==> config.mk <==
export PLATFORM = sky130hd
export DESIGN_NAME = fetch_unit_flat
export DESIGN_NICKNAME = d
export VERILOG_FILES = /design/src/rtl/fetch_unit_if.sv /design/src/rtl/fetch_unit.sv /design/src/flat_wrapper.sv
export SDC_FILE = /design/constraint.sdc
export NUM_CORES = 1
export LEC_CHECK = 0
export CAP_MARGIN = 20
export CORE_MARGIN = 10
export CORE_UTILIZATION = 59
export CTS_BUF_LIST = sky130_fd_sc_hd__clkbuf_8
export CTS_CLUSTER_SIZE = 40
export DETAILED_ROUTE_END_ITERATION = 10
export PLACE_DENSITY_LB_ADDON = 0.25
export SLEW_MARGIN = 20
export SYNTH_ARGS = -nofsm -noshare
export SYNTH_HDL_FRONTEND = slang
export SYNTH_SLANG_ARGS = --single-unit
==> constraint.sdc <==
create_clock -name clk -period 3.8 [get_ports clk]
set_input_delay 0.38 -clock clk [delete_from_list [all_inputs] [get_ports clk]]
set_output_delay 0.38 -clock clk [all_outputs]
set_load 0.05 [all_outputs]
==> src/rtl/fetch_unit_if.sv <==
// Fetch-stage bundle: redirect from the branch unit, instruction memory
// req/ack read port, and the valid/ready instruction stream to decode.
interface fetch_unit_if;
  logic        redirect;
  logic [31:0] redirect_pc;
  logic        mem_req;
  logic [31:0] mem_addr;
  logic        mem_ack;
  logic [31:0] mem_rdata;
  logic        inst_valid;
  logic        inst_ready;
  logic [31:0] inst;
  logic [31:0] inst_pc;

  modport master (
    input  redirect, redirect_pc, mem_ack, mem_rdata, inst_ready,
    output mem_req, mem_addr, inst_valid, inst, inst_pc
  );

  modport slave (
    output redirect, redirect_pc, mem_ack, mem_rdata, inst_ready,
    input  mem_req, mem_addr, inst_valid, inst, inst_pc
  );
endinterface

==> src/rtl/fetch_unit.sv <==
// Instruction fetch stage: PC sequencing, one outstanding memory read,
// and a small {pc, word} queue feeding decode; redirects flush and restart.
//
// state | meaning
// IDLE  | no read outstanding (queue full or just reset)
// REQ   | read outstanding, returned word is queued
// DROP  | read outstanding, returned word is discarded (redirected)
module fetch_unit #(
  parameter int          DEPTH    = 4,
  parameter logic [31:0] RESET_PC = 32'h0000_0000
) (
  input logic          clk,
  input logic          rst,
  fetch_unit_if.master bus
);

  localparam int AW = $clog2(DEPTH);
  localparam int CW = AW + 1;

  typedef enum logic [1:0] {IDLE, REQ, DROP} state_t;

  state_t        state_q;
  logic [31:0]   fetch_pc_q;
  logic [31:0]   mem_addr_q;
  logic          mem_req_q;
  logic [AW-1:0] rd_ptr_q;
  logic [AW-1:0] wr_ptr_q;
  logic [CW-1:0] count_q;
  logic [31:0]   pc_q   [DEPTH];
  logic [31:0]   word_q [DEPTH];

  logic          push;
  logic          pop;
  logic [CW-1:0] count_d;
  logic          room;
  logic [31:0]   redirect_addr;
  logic [31:0]   pc_inc;

  assign pop           = (count_q != '0) && bus.inst_ready;
  assign push          = (state_q == REQ) && bus.mem_ack && !bus.redirect;
  assign count_d       = count_q + CW'(push) - CW'(pop);
  assign room          = count_d < CW'(DEPTH);
  assign redirect_addr = bus.redirect_pc & ~32'h3;
  assign pc_inc        = fetch_pc_q + 32'd4;

  // mem_addr_q is held separately from fetch_pc_q so a redirect arriving
  // mid-read never changes the address of the read still in flight.
  always_ff @(posedge clk or negedge rst) begin
    if (!rst) begin
      state_q    <= IDLE;
      fetch_pc_q <= RESET_PC;
      mem_addr_q <= RESET_PC;
      mem_req_q  <= 1'b0;
    end else begin
      case (state_q)
        IDLE: begin
          if (bus.redirect) begin
            fetch_pc_q <= redirect_addr;
            mem_addr_q <= redirect_addr;
            state_q    <= REQ;
            mem_req_q  <= 1'b1;
          end else if (room) begin
            mem_addr_q <= fetch_pc_q;
            state_q    <= REQ;
            mem_req_q  <= 1'b1;
          end
        end
        REQ: begin
          if (bus.mem_ack) begin
            if (bus.redirect) begin
              fetch_pc_q <= redirect_addr;
              mem_addr_q <= redirect_addr;
              mem_req_q  <= 1'b1;
            end else begin
              fetch_pc_q <= pc_inc;
              mem_addr_q <= pc_inc;
              state_q    <= room ? REQ : IDLE;
              mem_req_q  <= room;
            end
          end else if (bus.redirect) begin
            fetch_pc_q <= redirect_addr;
            state_q    <= DROP;
          end
        end
        DROP: begin
          if (bus.mem_ack) begin
            if (bus.redirect) begin
              fetch_pc_q <= redirect_addr;
              mem_addr_q <= redirect_addr;
            end else begin
              mem_addr_q <= fetch_pc_q;
            end
            state_q   <= REQ;
            mem_req_q <= 1'b1;
          end else if (bus.redirect) begin
            fetch_pc_q <= redirect_addr;
          end
        end
        default: begin
          state_q   <= IDLE;
          mem_req_q <= 1'b0;
        end
      endcase
    end
  end

  always_ff @(posedge clk or negedge rst) begin
    if (!rst) begin
      rd_ptr_q <= '0;
      wr_ptr_q <= '0;
      count_q  <= '0;
      for (int i = 0; i < DEPTH; i++) begin
        pc_q[i]   <= '0;
        word_q[i] <= '0;
      end
    end else if (bus.redirect) begin
      rd_ptr_q <= '0;
      wr_ptr_q <= '0;
      count_q  <= '0;
    end else begin
      if (push) begin
        pc_q[wr_ptr_q]   <= fetch_pc_q;
        word_q[wr_ptr_q] <= bus.mem_rdata;
        wr_ptr_q         <= wr_ptr_q + 1'b1;
      end
      if (pop) begin
        rd_ptr_q <= rd_ptr_q + 1'b1;
      end
      count_q <= count_d;
    end
  end

  assign bus.mem_req    = mem_req_q;
  assign bus.mem_addr   = mem_addr_q;
  assign bus.inst_valid = (count_q != '0);
  assign bus.inst       = word_q[rd_ptr_q];
  assign bus.inst_pc    = pc_q[rd_ptr_q];

endmodule

==> src/flat_wrapper.sv <==
// flat-port wrapper written by rule: the top's interface ports become plain ports
module fetch_unit_flat 
#(
  parameter int          DEPTH    = 4,
  parameter logic [31:0] RESET_PC = 32'h0000_0000
)
  (clk, rst, bus_redirect, bus_redirect_pc, bus_mem_ack, bus_mem_rdata, bus_inst_ready, bus_mem_req, bus_mem_addr, bus_inst_valid, bus_inst, bus_inst_pc);
  fetch_unit_if bus_i ();
  input logic clk;
  input logic rst;
  input wire logic [$bits(bus_i.redirect)-1:0] bus_redirect;
  input wire logic [$bits(bus_i.redirect_pc)-1:0] bus_redirect_pc;
  input wire logic [$bits(bus_i.mem_ack)-1:0] bus_mem_ack;
  input wire logic [$bits(bus_i.mem_rdata)-1:0] bus_mem_rdata;
  input wire logic [$bits(bus_i.inst_ready)-1:0] bus_inst_ready;
  output wire logic [$bits(bus_i.mem_req)-1:0] bus_mem_req;
  output wire logic [$bits(bus_i.mem_addr)-1:0] bus_mem_addr;
  output wire logic [$bits(bus_i.inst_valid)-1:0] bus_inst_valid;
  output wire logic [$bits(bus_i.inst)-1:0] bus_inst;
  output wire logic [$bits(bus_i.inst_pc)-1:0] bus_inst_pc;
  assign bus_i.redirect = bus_redirect;
  assign bus_i.redirect_pc = bus_redirect_pc;
  assign bus_i.mem_ack = bus_mem_ack;
  assign bus_i.mem_rdata = bus_mem_rdata;
  assign bus_i.inst_ready = bus_inst_ready;
  assign bus_mem_req = bus_i.mem_req;
  assign bus_mem_addr = bus_i.mem_addr;
  assign bus_inst_valid = bus_i.inst_valid;
  assign bus_inst = bus_i.inst;
  assign bus_inst_pc = bus_i.inst_pc;
  fetch_unit #(.DEPTH(DEPTH), .RESET_PC(RESET_PC)) u_core (.clk(clk), .rst(rst), .bus(bus_i));
endmodule
# ---- Word-level counts from Yosys, hierarchy flattened
# Index checks and enable logic that the tools add are counted.
dict set report op_classes {
  order_cmp 4
  n_reduce_logical 16
  addsub 5
  muxes 38
  eq_ne 7
  n_bitwise 3
}
# op count
set ops {}
lappend ops {{$mux W32} 12}
lappend ops {{$bwmux W128} 2}
lappend ops {{$bmux W32 S2} 2}
lappend ops {{$pmux W32 S3} 1}
lappend ops {{$demux W32 S2} 1}
lappend ops {{$pmux W32 S2} 1}
lappend ops {{$add A32 B3 Y32 const B} 1}
lappend ops {{$mux W2} 10}
lappend ops {{$reduce_and A4 Y1} 2}
lappend ops {{$ge A3 B3 Y1 const B} 2}
lappend ops {{$mux W1} 6}
lappend ops {{$ne A3 B3 Y1 const B} 2}
lappend ops {{$not A2 Y3} 2}
lappend ops {{$pmux W2 S3} 1}
lappend ops {{$reduce_bool A2 Y1} 3}
lappend ops {{$reduce_bool A3 Y1} 2}
lappend ops {{$add A2 B1 Y2 const B} 2}
lappend ops {{$logic_and A1 B1 Y1} 4}
lappend ops {{$ne A2 B2 Y1 const B} 2}
lappend ops {{$add A3 B1 Y3} 1}
lappend ops {{$lt A3 B1 Y1 const B} 1}
lappend ops {{$lt A3 B3 Y1 const B} 1}
lappend ops {{$mux W3} 1}
lappend ops {{$ne A3 B2 Y1 const B} 1}
lappend ops {{other kinds (10)} 10}
dict set report word_totals {
  register_bits 330
  inputBits 69
  elab_cells 88
}

# ---- Depth between registers and ports, before layout
dict set report depth {
  word_depth 10
  ltp_mapped 14
  depth_no_buf 12
}

# ---- Worst setup path before layout
# OpenSTA, ideal clock, no wires.
dict set report synth_path {
  path_type {reg-to-reg}
  startpoint {register u_core.count_q[0]}
  endpoint {register u_core.mem_addr_q[22], in the netlist u_core.bus.mem_addr[22]}
  period_less_slack_ns 3.381
  slack_ns 0.419
  stages_incl_launch_ff 15
  arrival_ns 3.305
  setup_time_ns 0.076
  path_buffers 2
  path_cell_list {dfrtp_1 > or3_1 > and2_1 > ha_1 > inv_1 > ha_1 > inv_1 > fa_1 > xnor3_1 > nor2_1 > o31a_1 > buf_2 > buf_1 > nand2_1 > o21ai_1}
}
dict set report synth_via {
  elab_chain_len 6
}
# item line
set synth_rtl {}
lappend synth_rtl {{from (decl)} fetch_unit.sv:28} ;# logic [CW-1:0] count_q;
lappend synth_rtl {{from (signal assigned)} fetch_unit.sv:129} ;# count_q <= count_d;
lappend synth_rtl {{$reduce_bool A3 Y1} --}
lappend synth_rtl {{via bus_inst_valid} flat_wrapper.sv:18} ;# output wire logic [$bits(bus_i.inst_valid)-1:0] bus_inst_valid;
lappend synth_rtl {{$logic_and A1 B1 Y1} fetch_unit.sv:39} ;# assign pop = (count_q != '0) && bus.inst_ready;
lappend synth_rtl {{$sub A3 B1 Y3} fetch_unit.sv:41} ;# assign count_d = count_q + CW'(push) - CW'(pop);
lappend synth_rtl {{$lt A3 B3 Y1} fetch_unit.sv:42} ;# assign room = count_d < CW'(DEPTH);
lappend synth_rtl {{$ne A3 B2 Y1 (no source line)} --}
lappend synth_rtl {{$reduce_and A4 Y1 (no source line)} --}
lappend synth_rtl {{to (signal assigned)} fetch_unit.sv:59} ;# mem_addr_q <= redirect_addr;
lappend synth_rtl {{to (signal assigned)} fetch_unit.sv:63} ;# mem_addr_q <= fetch_pc_q;
lappend synth_rtl {{to (signal assigned)} fetch_unit.sv:72} ;# mem_addr_q <= redirect_addr;
lappend synth_rtl {{to (decl)} fetch_unit.sv:24} ;# logic [31:0] mem_addr_q;
# The timed path passes the listed nets, and every way through them passes these cells.
# A chain may end at the register's enable or synchronous reset.

# ---- Worst setup path after layout
dict set report layout_path {
  startpoint {register u_core.count_q[0]}
  endpoint {register u_core.mem_addr_q[15], in the netlist u_core.bus.mem_addr[15]}
}
dict set report layout_via {
  elab_chain_len 6
}
# item line
set layout_rtl {}
lappend layout_rtl {{branches (longest 2 deep; another with $add A3 B1 Y3)} --}
lappend layout_rtl {{$sub A3 B1 Y3 *} fetch_unit.sv:41}
lappend layout_rtl {{$lt A3 B3 Y1 *} fetch_unit.sv:42}
lappend layout_rtl {{$ne A3 B2 Y1 (no source line) *} --}
lappend layout_rtl {{$reduce_and A4 Y1 (no source line) *} --}
# Mark *: on every way between the ends.

==> metrics <==
RSZ-0062 raised after global routing no; register area roughly 8300 µm²; largest net degree at the start of global routing 110; Power Dens Cells a little under 900 nW/µm²; Crit. End Element flip-flop; cells along the critical path or3_1 -> and2_1 -> ha_1 -> inv_1 -> ha_1 -> inv_1 -> fa_1 -> xnor3_1 -> nor2_1 -> o31a_1 -> buf_4 -> nor3_1 -> a211oi_1; critical path startpoint category flip-flop; Final Hold Fails 0; Die Span Y between 150 and 200 µm; share of cells above drive strength 1 about a third; Vias/cell about 6.2; switching pwr around 6.6 mW; Reg power frac about a third; slew at the pin with the worst max-slew slack between 0.8 and 0.9 ns; Final GP Congestion 0.862; initial antenna violation count 1; Max IR drop VDD approximately 740 µV; wire per inst roughly 22 µm; synth unique cells 66; Core ar. ~26000 µm²; Clk pwr share between 10% and 20%; total power 16.5 mW; worst setup slack after placement 0.268 ns; Gate power share ~46%; minimum clock period 3.45 ns; Initial Util 60.1%; worst min-delay path category in2reg; number of global-route vias before repair between 10000 and 15000; fin util ~72%; setup TNS 0 ns; Post-DP HPWL 23900 µm; TritonRoute pass-1 iters 5; CTS buffer count 54; final-layout fill cell count between 1500 and 2000; synthesis warning total 0; GRT Resource Usage Total a little over a fifth; Rows between 50 and 60; launch point of the worst path u_core.count_q[0]; max frequency approximately 0.29 GHz; Syn Inst Count about 1200; Slew Viols, Final 0; synth-to-layout area growth 20.0%; top-count cell post-synth dfrtp_1; DR DRC count 0; Tcrit/Tclk final roughly nine tenths; area leader, netlist dfrtp_1; H-tree levels 2; Multi-input gate area 6940 µm²; top cells by count, synth dfrtp_1, mux2_2, mux4_2, nand2_1, clkbuf_1; Post-CTS Setup Bufs 0; Setup-failing EPs final 0; ys async rst share between 90% and 100%; via count around 11000; synth top area cells dfrtp_1, mux2_2, mux4_2; Clock Latency Late Sink 0.57 ns; switch share 40.3%; Slew headroom roughly 40%; Routed Antenna Nets 0; Synthesized Nets 1250; Crit path max-delay family simple AND/OR/NAND/NOR gates; Max Cap Violations 0; die footprint ~33000 µm²; total gr overflow 0; synthesized area 15700 µm²; first-pass GRT wire length 59500 µm; Sinks on Clock Net between 300 and 400; Critical Path RT 4.26 ns; clk_skew ~0.017 ns; flops & latches, synth 330; max incr delay on CP 0.55 ns; top_reg_cell synth dfrtp_1; Reg clk slew, reported paths ~0.07 ns; die width 183 µm; crit path max-delay cell type o31a_1; maximum root-to-sink buffer count 3; Buf/Inv on CP 3; I/O Buffers roughly 160; CP max FO 16; EDFF count, synth 0; TritonCTS clock tree yes; cts hold-fix bufs 1; hold_sp bus_redirect; # nets final 1400; clk root buf clkbuf_8; CTS resizes 0; sequential-to-total area share from yosys stat a little over half; top cell type's share of synthesized area a little over half; Internal around 9.8 mW; worst r2r src u_core.count_q[0]; final wirelength about 37000 µm; worst setup margin about 0.35 ns; I/O pins around 170; result of the run complete, no violations; syn_area_per_cell between 10 and 15 µm²; n_diodes 0; Pleak between 8 and 9 nW; Setup CP Type reg2reg; worst path arrival time ~3.9 ns; initial drt markers between 800 and 900
==> layout by cell type, fill, tap and decap left out, types with 6 or more instances in the layout <==
master           instances
a21oi_1                 29
a22oi_1                  7
a2bb2oi_1                6
and2_1                   8
and3_1                   6
buf_12                   7
buf_4                   26
clkbuf_8                66
clkdlybuf4s50_1        162
clkinv_2                12
dfrtp_1                328
ha_1                     7
inv_1                   32
mux2_2                 266
mux2i_1                 20
mux4_2                  64
nand2_1                 51
nand3_1                 24
nand4_1                 10
nor2_1                  45
nor3_1                  17
nor4_1                   9
o21ai_0                 46
o22ai_1                  8
xnor2_1                  6
xor2_1                   9
==> per-stage QoR <==
stage,instances,cell area [µm²],hold slack (ns)
detailed placement,1601,17700,0.466
finish,1701,18800,0.361
CTS,1701,18800,0.330
floorplan,1173,15700,0.0844
global placement,1601,17700,0.479
global route,1701,18800,0.426
==> state kept, by name, summed over array words and instances, names as in the netlist <==
| register | cells |
|---|---|
| u_core.state_q | 2 |
| u_core.pc_q | 128 |
| u_core.word_q | 128 |
| u_core.wr_ptr_q | 2 |
| u_core.fetch_pc_q | 32 |
| u_core.bus.mem_addr | 32 |
| u_core.rd_ptr_q | 2 |
| u_core.bus.mem_req | 1 |
| u_core.count_q | 3 |
==> cell families (layout without fill, tap and decap cells) <==
family                     count (synthesis)  after routing  synth area share, %
AOI/OAI and AO/OA                        145            145                 5.98
muxes                                    350            350                 29.6
buffers and inverters                    119            312                 3.26
and+or+nand+nor                          205            205                 6.77
DFF                                      330            330                 52.7
adders and majority gates                  8              8                0.687
xor gates and xnor gates                  16             16                0.982
==> final cells by class <==
cell class / instances / area share (%)
Clock buffer: 66 / 4.83
Clock inverter: 33 / 1.18
Inverter: 15 / 0.300
Multi-Input combinational cell: 724 / 36.9
Sequential cell: 330 / 44.0
Tap cell: 335 / 2.23
Timing Repair Buffer: 198 / 10.6
==> tightest hold or removal path: cells and delay by family <==
kind,cells,cell delay (ns)
and+or+nand+nor,2,0.13
buffers and inverters,2,0.21
AOI/OAI and AO/OA,2,0.16
==> power by group through the flow <==
| stage | Clock [mW] | Combinational (mW) | Sequential, mW |
|---|---|---|---|
| after floorplan | 0 | 5.09 | 5.86 |
| after global placement | 0 | 7.50 | 5.69 |
| after detailed placement | 0 | 7.64 | 5.77 |
| after CTS | 3.23 | 7.67 | 5.72 |
| after global routing | 3.41 | 8.02 | 5.90 |
| final | 3.17 | 7.58 | 5.73 |
==> worst paths after layout <==
check	depth (start not counted)	slack, ns	end
min in group asynchronous	2	0.47	u_core.word_q[120]
max	13	0.35	u_core.bus.mem_addr[15]
min	6	0.36	u_core.fetch_pc_q[2]
min reg2reg	1	0.49	u_core.bus.mem_addr[12]
max in group asynchronous	3	2.38	u_core.pc_q[125]
max reg2reg	13	0.35	u_core.bus.mem_addr[15]
==> routing by layer <==
| layer | up-vias | global-route usage, % | routed length, µm |
|---|---|---|---|
| li1 | 4650 | - | - |
| met1 | 5431 | 28.9 | 15500 |
| met2 | 363 | 36.3 | 18400 |
| met3 | 54 | 4.74 | 2590 |
| met4 | 2 | 5.39 | 511 |
| met5 | - | 0 | 13 |
Note: power is estimated with default switching activity, not from simulation.
